===== src/rtl/fetch_buffer_pkg.sv =====
// Shared CPU constants for the instruction fetch path.
// This package holds the data and address widths, the word step and the default reset PC.
package fetch_buffer_pkg;

    localparam int unsigned INST_W = 32;
    localparam int unsigned ADDR_W = 32;

    localparam logic [ADDR_W-1:0] PC_INC           = 32'd4;
    localparam logic [ADDR_W-1:0] RESET_PC_DEFAULT = 32'h0000_0000;

    // Clear the byte offset so the result is a word address.
    function automatic logic [ADDR_W-1:0] word_align(input logic [ADDR_W-1:0] addr);
        return addr & ~(PC_INC - 32'd1);
    endfunction

endpackage


===== src/rtl/fetch_fifo.sv =====
// Circular FIFO that stores {pc, inst} pairs between the ROM and decode.
// Flush takes priority over push and pop.
module fetch_fifo #(
    parameter int unsigned DEPTH = 4,
    parameter int unsigned WIDTH = 64
) (
    input  logic             clk_i,
    input  logic             rst_ni,
    input  logic             flush_i,
    input  logic             push_i,
    input  logic             pop_i,
    input  logic [WIDTH-1:0] wdata_i,
    output logic [WIDTH-1:0] rdata_o,
    output logic             full_o,
    output logic             empty_o
);

    localparam int unsigned PTR_W = $clog2(DEPTH);
    localparam int unsigned CNT_W = PTR_W + 1;

    logic [PTR_W-1:0] head_q, head_d;
    logic [PTR_W-1:0] tail_q, tail_d;
    logic [CNT_W-1:0] count_q, count_d;
    logic [WIDTH-1:0] mem_q [DEPTH];
    logic             do_push, do_pop;

    assign full_o  = (count_q == CNT_W'(DEPTH));
    assign empty_o = (count_q == '0);
    assign do_push = push_i && !flush_i && !full_o;
    assign do_pop  = pop_i && !flush_i && !empty_o;
    assign rdata_o = mem_q[head_q];

    always_comb begin
        head_d  = head_q;
        tail_d  = tail_q;
        count_d = count_q;
        if (flush_i) begin
            head_d  = '0;
            tail_d  = '0;
            count_d = '0;
        end else begin
            // DEPTH is a power of two, so the pointers wrap naturally.
            if (do_push) tail_d = tail_q + PTR_W'(1);
            if (do_pop)  head_d = head_q + PTR_W'(1);
            if (do_push && !do_pop)      count_d = count_q + CNT_W'(1);
            else if (do_pop && !do_push) count_d = count_q - CNT_W'(1);
        end
    end

    always_ff @(posedge clk_i or negedge rst_ni) begin
        if (!rst_ni) begin
            head_q  <= '0;
            tail_q  <= '0;
            count_q <= '0;
        end else begin
            head_q  <= head_d;
            tail_q  <= tail_d;
            count_q <= count_d;
        end
    end

    // Storage is never reset; occupancy alone decides what is valid.
    always_ff @(posedge clk_i) begin
        if (do_push) mem_q[tail_q] <= wdata_i;
    end

endmodule


===== src/rtl/fetch_buffer.sv =====
// Instruction fetch unit: the fetch PC walks the ROM one word per cycle into a queue for decode.
// A redirect flushes the queue and restarts fetching at the aligned target.
module fetch_buffer
    import fetch_buffer_pkg::*;
#(
    parameter int unsigned       DEPTH    = 4,
    parameter logic [ADDR_W-1:0] RESET_PC = RESET_PC_DEFAULT
) (
    input  logic              clock,
    input  logic              reset,
    output logic [ADDR_W-1:0] io_romRead_addr,
    output logic              io_romRead_ce,
    input  logic [INST_W-1:0] io_romRead_data,
    output logic              io_inst_valid,
    input  logic              io_inst_ready,
    output logic [ADDR_W-1:0] io_inst_pc,
    output logic [INST_W-1:0] io_inst_data,
    input  logic              io_redirect_valid,
    input  logic [ADDR_W-1:0] io_redirect_target
);

    logic [ADDR_W-1:0]        pc_q, pc_d;
    logic                     fifo_full, fifo_empty, fifo_pop;
    logic [ADDR_W+INST_W-1:0] fifo_rdata;

    // Ready only feeds the pop strobe, so nothing visible depends on it combinationally.
    assign io_romRead_ce   = reset && !fifo_full && !io_redirect_valid;
    assign io_romRead_addr = pc_q;
    assign io_inst_valid   = reset && !fifo_empty && !io_redirect_valid;
    assign fifo_pop        = io_inst_valid && io_inst_ready;
    assign {io_inst_pc, io_inst_data} = fifo_rdata;

    always_comb begin
        pc_d = pc_q;
        if (io_redirect_valid)  pc_d = word_align(io_redirect_target);
        else if (io_romRead_ce) pc_d = pc_q + PC_INC;
    end

    always_ff @(posedge clock or negedge reset) begin
        if (!reset) pc_q <= RESET_PC;
        else        pc_q <= pc_d;
    end

    fetch_fifo #(
        .DEPTH (DEPTH),
        .WIDTH (ADDR_W + INST_W)
    ) u_fifo (
        .clk_i   (clock),
        .rst_ni  (reset),
        .flush_i (io_redirect_valid),
        .push_i  (io_romRead_ce),
        .pop_i   (fifo_pop),
        .wdata_i ({pc_q, io_romRead_data}),
        .rdata_o (fifo_rdata),
        .full_o  (fifo_full),
        .empty_o (fifo_empty)
    );

endmodule


===== config.mk =====
export PLATFORM = sky130hd
export DESIGN_NAME = fetch_buffer
export DESIGN_NICKNAME = d
export VERILOG_FILES = /design/src/rtl/fetch_buffer_pkg.sv /design/src/rtl/fetch_fifo.sv /design/src/rtl/fetch_buffer.sv
export SDC_FILE = /design/constraint.sdc
export NUM_CORES = 1
export LEC_CHECK = 0
export CORE_MARGIN = 5
export CORE_UTILIZATION = 49
export CTS_BUF_LIST = sky130_fd_sc_hd__clkbuf_16
export DETAILED_ROUTE_END_ITERATION = 12
export PLACE_DENSITY = 0.8
export RECOVER_POWER = 50
export SYNTH_ARGS = -nofsm -noshare
export SYNTH_HDL_FRONTEND = slang
export SYNTH_SLANG_ARGS = --single-unit

===== constraint.sdc =====
create_clock -name clock -period 3.1 [get_ports clock]
set_input_delay 0.62 -clock clock [delete_from_list [all_inputs] [get_ports clock]]
set_output_delay 0.62 -clock clock [all_outputs]
set_load 0.005 [all_outputs]

# Word-level counts from Yosys, hierarchy flattened
# Memories as Yosys holds them, arrays and structs flattened.
# Cells that the tools add are included.
# op_classes
add_sub_neg	5
eq_ne	1
mux	11
reduce_logical	21
# op_table
cell	count
$mux 32	2
$add 32x3->32 const B	1
$logic_and 1x1->1	11
$mux 3	3
$mux 2	4
$reduce_bool 2->1	3
$logic_not 1->1	5
$add 2x1->2 const B	2
$add 3x1->3 const B	1
$eq 3x3->1 const B	1
$logic_not 3->1	1
$reduce_bool 3->1	1
$sub 3x1->3 const B	1
$mux 1	2
# word_totals
register_bits	39
ramBits	256
output_inout_bits	98
word_cells	43
memories	1
# memory_table
name	words	word_bits	read_ports	rd_ports_with_merged_regs	wr	line_no	source
u_fifo.mem_q	4	64	1	0	1	fetch_fifo.sv:24	logic [WIDTH-1:0] mem_q [DEPTH];

# Longest topological paths before layout
# logic_depth
depth_word	11
mapped_depth	11
depth_no_buf	8

# Cells and area by module
# Synthesis repeated with hierarchy kept, for this count alone.
# hier_totals
cells_unflattened	611
area_unflattened_um2	11707.5
# by_module_without_submodules
module	n_inst	cells_each	area_each_um2
fetch_fifo	1	402	9834.4
fetch_buffer	1	209	1873.0

# Worst setup path after synthesis
# Ideal clock, no wire load.
# synth_path
kind	register to register
startpoint	register u_fifo.count_q[0]
endpoint	memory u_fifo.mem_q[0][0], enable pin
arrival_ps	2954
required_ps	2674
path_slack_ps	-280
stages_incl_launch_ff	8
n_path_buf	3
synth_period_minus_slack_ps	3380
cell_sequence	dfrtp_1 -> buf_2 -> or3b_1 -> clkbuf_1 -> clkbuf_1 -> nand2_1 -> nor2_1 -> and2_1
# synth_between
elab_chain_len	8
# synth_lines
item	line_no	source
from (decl)	fetch_fifo.sv:23	logic [CNT_W-1:0] count_q, count_d;
from (signal assigned)	fetch_fifo.sv:58	count_q <= count_d;
$eq 3x3->1	fetch_fifo.sv:27	assign full_o = (count_q == CNT_W'(DEPTH));
$logic_not 1->1	fetch_buffer.sv:27	assign io_romRead_ce = reset && !fifo_full && !io_redirect_valid;
$logic_and 1x1->1 (2 in a row)	fetch_buffer.sv:27	
named net io_romRead_ce	fetch_buffer.sv:12	output logic io_romRead_ce,
$logic_and 1x1->1 (2 in a row)	fetch_fifo.sv:29	assign do_push = push_i && !flush_i && !full_o;
$mux 1	fetch_fifo.sv:64	if (do_push) mem_q[tail_q] <= wdata_i;
$mux 1 (implied by the code)	fetch_fifo.sv:64	
to (decl)	fetch_fifo.sv:24	
# The timed path passes the listed nets, and every way through them passes these cells.

# Worst setup path in the final report
# layout_path
startpoint	register u_fifo.head_q[0]
endpoint	output port io_inst_pc[31]
# layout_between
elab_chain_len	1
# layout_lines
item	line_no	source
from (decl)	fetch_fifo.sv:21	logic [PTR_W-1:0] head_q, head_d;
from (signal assigned)	fetch_fifo.sv:52	head_q <= '0;
from (signal assigned)	fetch_fifo.sv:56	head_q <= head_d;
$mem_v2 4x64	-	
to (decl)	fetch_buffer.sv:16	output logic [ADDR_W-1:0] io_inst_pc,
# No other way between the ends.

==> reports/summary.md <==
### Run status
• **status** finished, final reports clean

### Die
• **I/O pin total** 166
• **die width** 162 µm
• **vertical extent of the die** 162 µm
• **Core ar.** 0.0226 mm²
• **starting utilization of the core area** 49.8%
• **Cell Rows** 55
• **Die ar.** 0.0261 mm²

### Logic synthesis
• **instance count of the mapped netlist** 608
• **top-area cell type share of the netlist area** 66.1%
• **netlist area before placement** 0.0113 mm²
• **most area-consuming cells after synthesis** sky130_fd_sc_hd__edfxtp_1 (66%), sky130_fd_sc_hd__mux4_2 (12%), sky130_fd_sc_hd__dfrtp_1 (8.2%), sky130_fd_sc_hd__nand2_1 (1.1%), sky130_fd_sc_hd__nand3_1 (0.93%)
• **number of warnings issued by yosys** 0
• **distinct cell type count of the synthesized netlist** 40
• **proportion of synthesized chip area in sequential cells** 74.3%
• **leading area contributor after synthesis** sky130_fd_sc_hd__edfxtp_1
• **proportion of register bits with asynchronous set or reset after synthesis** 13.0%
• **average instance area after synthesis** 18.5 µm²
• **post-synthesis sequential element count** 285
• **top flip-flop cell by instance count after synthesis** sky130_fd_sc_hd__edfxtp_1
• **number of flops mapped to enable cells by yosys** 248

### STA
• **final cycle utilization of the critical path** 96.8%
• **headroom to the max-slew limit** 40.6%
• **count of final max-slew check failures** 0
• **max frequency** 333 MHz
• **worst hold slack** 345 ps
• **final worst path period need** 3000 ps
• **slew of the pin with the lowest slew margin** 889 ps
• **Layout Skew** 10.1 ps
• **Final Hold Vio Count** 0
• **unrepaired setup endpoints after global routing** false
• **setup TNS** 0 ps
• **final count of negative-setup-slack endpoints** 0

### Setup path
• **reg-to-reg endpoint** u_fifo.mem_q[2][29]
• **end point of the critical path** io_inst_pc[31]
• **startpoint type of the worst setup path** flop
• **startpoint of the worst setup timing path** u_fifo.head_q[0]
• **crit path kind** flop to primary output
• **reg2reg path depth** 6
• **worst-path maximum fanout** 24
• **r2r setup slk** 560 ps
• **r2r startpoint** u_fifo.count_q[0]
• **Worst Setup End Kind** primary output
• **critical path arrival** 2380 ps
• **critical path data required time** 2480 ps

### Route
• **first-pass iteration count of the detailed router** 5
• **number of vias per cell after detailed routing** 5.89
• **1st-iter DRT viols** 674
• **DR WL met3** 1930 µm
• **number of routed nets with antenna violations** 0
• **wire length on met1** 10300 µm
• **total via count in the routed design** 6511
• **highest layer used for signal routing** met4
• **routed wl met2** 12000 µm
• **number of design rule violations left after detail routing** 0
• **wire length reported by the detailed router** 24800 µm
• **detailed-route wire length per cell** 22.4 µm

### Clocking
• **CTS Buf Count** 29
• **clock net sink count** 285
• **Hold-fix buffers, CTS** 0
• **root buffer selected by CTS** sky130_fd_sc_hd__clkbuf_16
• **Bufs on Longest Clock Path** 3
• **clock-pin slew on the worst setup and hold paths** 60 ps
• **Worst-Skew Late Latency** 540 ps
• **clock tree from TritonCTS** built
• **deepest level of the CTS H-tree** 1

### Global route
• **initial antenna violation count** 0
• **Overflow after GRT** 0
• **wire length of the first global-routing pass** 39300 µm
• **vias in the first global route** 6789
• **maximum number of pins on one net before global-route repair** 37
• **overall track demand over capacity in global routing** 19.2%

### Power
• **leakage** 0.00469 µW
• **Cell Pwr Density** 610 mW/mm²
• **worst vdd ir** 0.000262 V

### Layout
• **layout-stage area growth over the synthesis result** 27.1%
• **ratio of cells with drive above 1 in the final layout** 16.3%
• **final layout net count** 872
• **antenna diode count** 0

### Job
• **Max Cap Viol** 0

### Place
• **Detailed Place HPWL** 16500 µm
• **routability cong.** 0.881
• **Port Buffers** 159

### Min path
• **worst hold-check path type** input pin to async pin

area by class of cell:
type | count | area [µm²]
Fill cell | 1555 | 8310
Tap cell | 285 | 357
Multi-Input combinational cell | 284 | 2730
Sequential cell | 285 | 8380
Inverter | 9 | 33.8
Clock buffer | 29 | 726
Timing Repair Buffer | 189 | 1910
Clock inverter | 24 | 188
what timing repair did:
item | in CTS | in global routing
gates resized for setup | 2 | 1
buffers inserted | 2 | 0
pin swaps | 0 | 0
setup endpoints to repair | 18 | 1
metal layers:
metal	vias up	GRT usage, %
met2	340	31.3
met1	3253	27.3
met4	0	4.38
li1	2855	-
met5	-	0
met3	63	3.63
how the worst min path moves through the flow:
stage                          endpoint  slack [ps]  cells past startpoint             start
global route        io_romRead_addr[27]         360                      2             reset
detailed placement     u_fifo.tail_q[1]         560                      2  u_fifo.tail_q[1]
finish              io_romRead_addr[27]         340                      2             reset
floorplan           io_romRead_addr[10]         320                      0             reset
global placement       u_fifo.tail_q[1]         550                      2  u_fifo.tail_q[1]
CTS                 io_romRead_addr[10]         110                      2             reset
layout by cell type, fill, tap and decap left out, types with 2 or more instances in the layout:
| cell | count |
|---|---|
| sky130_fd_sc_hd__edfxtp_1 | 248 |
| sky130_fd_sc_hd__clkdlybuf4s50_1 | 126 |
| sky130_fd_sc_hd__mux4_2 | 62 |
| sky130_fd_sc_hd__dfrtp_1 | 35 |
| sky130_fd_sc_hd__nand2_1 | 32 |
| sky130_fd_sc_hd__dlygate4sd3_1 | 32 |
| sky130_fd_sc_hd__clkbuf_16 | 29 |
| sky130_fd_sc_hd__nor2_1 | 22 |
| sky130_fd_sc_hd__nand3_1 | 21 |
| sky130_fd_sc_hd__o21ai_0 | 18 |
| sky130_fd_sc_hd__a31oi_1 | 16 |
| sky130_fd_sc_hd__nand4_1 | 16 |
| sky130_fd_sc_hd__buf_4 | 14 |
| sky130_fd_sc_hd__inv_1 | 12 |
| sky130_fd_sc_hd__or4_1 | 12 |
| sky130_fd_sc_hd__o31ai_1 | 11 |
| sky130_fd_sc_hd__clkinv_1 | 9 |
| sky130_fd_sc_hd__nor3_1 | 8 |
| sky130_fd_sc_hd__buf_12 | 8 |
| sky130_fd_sc_hd__clkinv_2 | 7 |
| sky130_fd_sc_hd__clkbuf_1 | 7 |
| sky130_fd_sc_hd__xnor2_1 | 6 |
| sky130_fd_sc_hd__and4_1 | 6 |
| sky130_fd_sc_hd__xor2_1 | 6 |
| sky130_fd_sc_hd__a21oi_1 | 5 |
| sky130_fd_sc_hd__or3_1 | 5 |
| sky130_fd_sc_hd__ha_1 | 5 |
| sky130_fd_sc_hd__and3_1 | 4 |
| sky130_fd_sc_hd__conb_1 | 4 |
| sky130_fd_sc_hd__and2_4 | 3 |
| sky130_fd_sc_hd__nor4_1 | 3 |
| sky130_fd_sc_hd__nor2b_1 | 3 |
| sky130_fd_sc_hd__bufinv_16 | 3 |
| sky130_fd_sc_hd__nor3b_1 | 2 |
| sky130_fd_sc_hd__mux2i_1 | 2 |
| sky130_fd_sc_hd__a21boi_0 | 2 |
| sky130_fd_sc_hd__o41ai_1 | 2 |
| sky130_fd_sc_hd__o311ai_0 | 2 |
| sky130_fd_sc_hd__dfrtp_4 | 2 |
synth_stat cells, types with 11 or more instances:
| cell | n |
|---|---|
| sky130_fd_sc_hd__nand2_1 | 32 |
| sky130_fd_sc_hd__o31ai_1 | 11 |
| sky130_fd_sc_hd__clkbuf_1 | 21 |
| sky130_fd_sc_hd__edfxtp_1 | 248 |
| sky130_fd_sc_hd__or4_1 | 12 |
| sky130_fd_sc_hd__mux4_2 | 62 |
| sky130_fd_sc_hd__a31oi_1 | 16 |
| sky130_fd_sc_hd__nor2_1 | 22 |
| sky130_fd_sc_hd__dfrtp_1 | 37 |
| sky130_fd_sc_hd__nand3_1 | 21 |
| sky130_fd_sc_hd__o21ai_0 | 18 |
| sky130_fd_sc_hd__nand4_1 | 16 |
worst max-delay path, stage by stage (launching register included):
cell and delay [ps]:
sky130_fd_sc_hd__dfrtp_4 560, sky130_fd_sc_hd__buf_16 250, sky130_fd_sc_hd__mux4_2 530, sky130_fd_sc_hd__clkdlybuf4s50_1 500
report_power, final:
group	internal, µW	total [µW]	switching [µW]
logic	515	906	391
clock network	1940	3320	1380
registers	4360	4510	149
total	6820	8740	1920
flip-flops by register name (all words and copies together), names as in the netlist:
name             cells
u_fifo.head_q        2
io_romRead_addr     30
u_fifo.mem_q       248
u_fifo.tail_q        2
u_fifo.count_q       3
through the flow:
step	setup slack, ps	power [µW]	utilization, %	cell area [µm²]	cells
2_1_floorplan	390	4940	-	11300	611
5_1_grt	6.49	9100	63.3	14300	1105
6_report	97.8	8740	63.3	14300	1105
3_3_place_gp	513	5470	59.3	13400	1050
4_1_cts	52.3	8850	63.4	14400	1105
3_5_place_dp	449	5520	59.3	13400	1050
kinds of logic (layout without fill, tap and decap cells):
group,count (synthesis),in the layout,synth area share [%]
compound gates,57,57,3.16
xor+xnor,12,12,0.932
fa+ha+maj,6,6,0.733
buf+inv,42,251,1.61
flops,285,285,74.3
mux,64,64,12.6
other cells,1,4,0.0333
simple gates,141,141,6.68
Note: power is estimated with default switching activity, not from simulation.
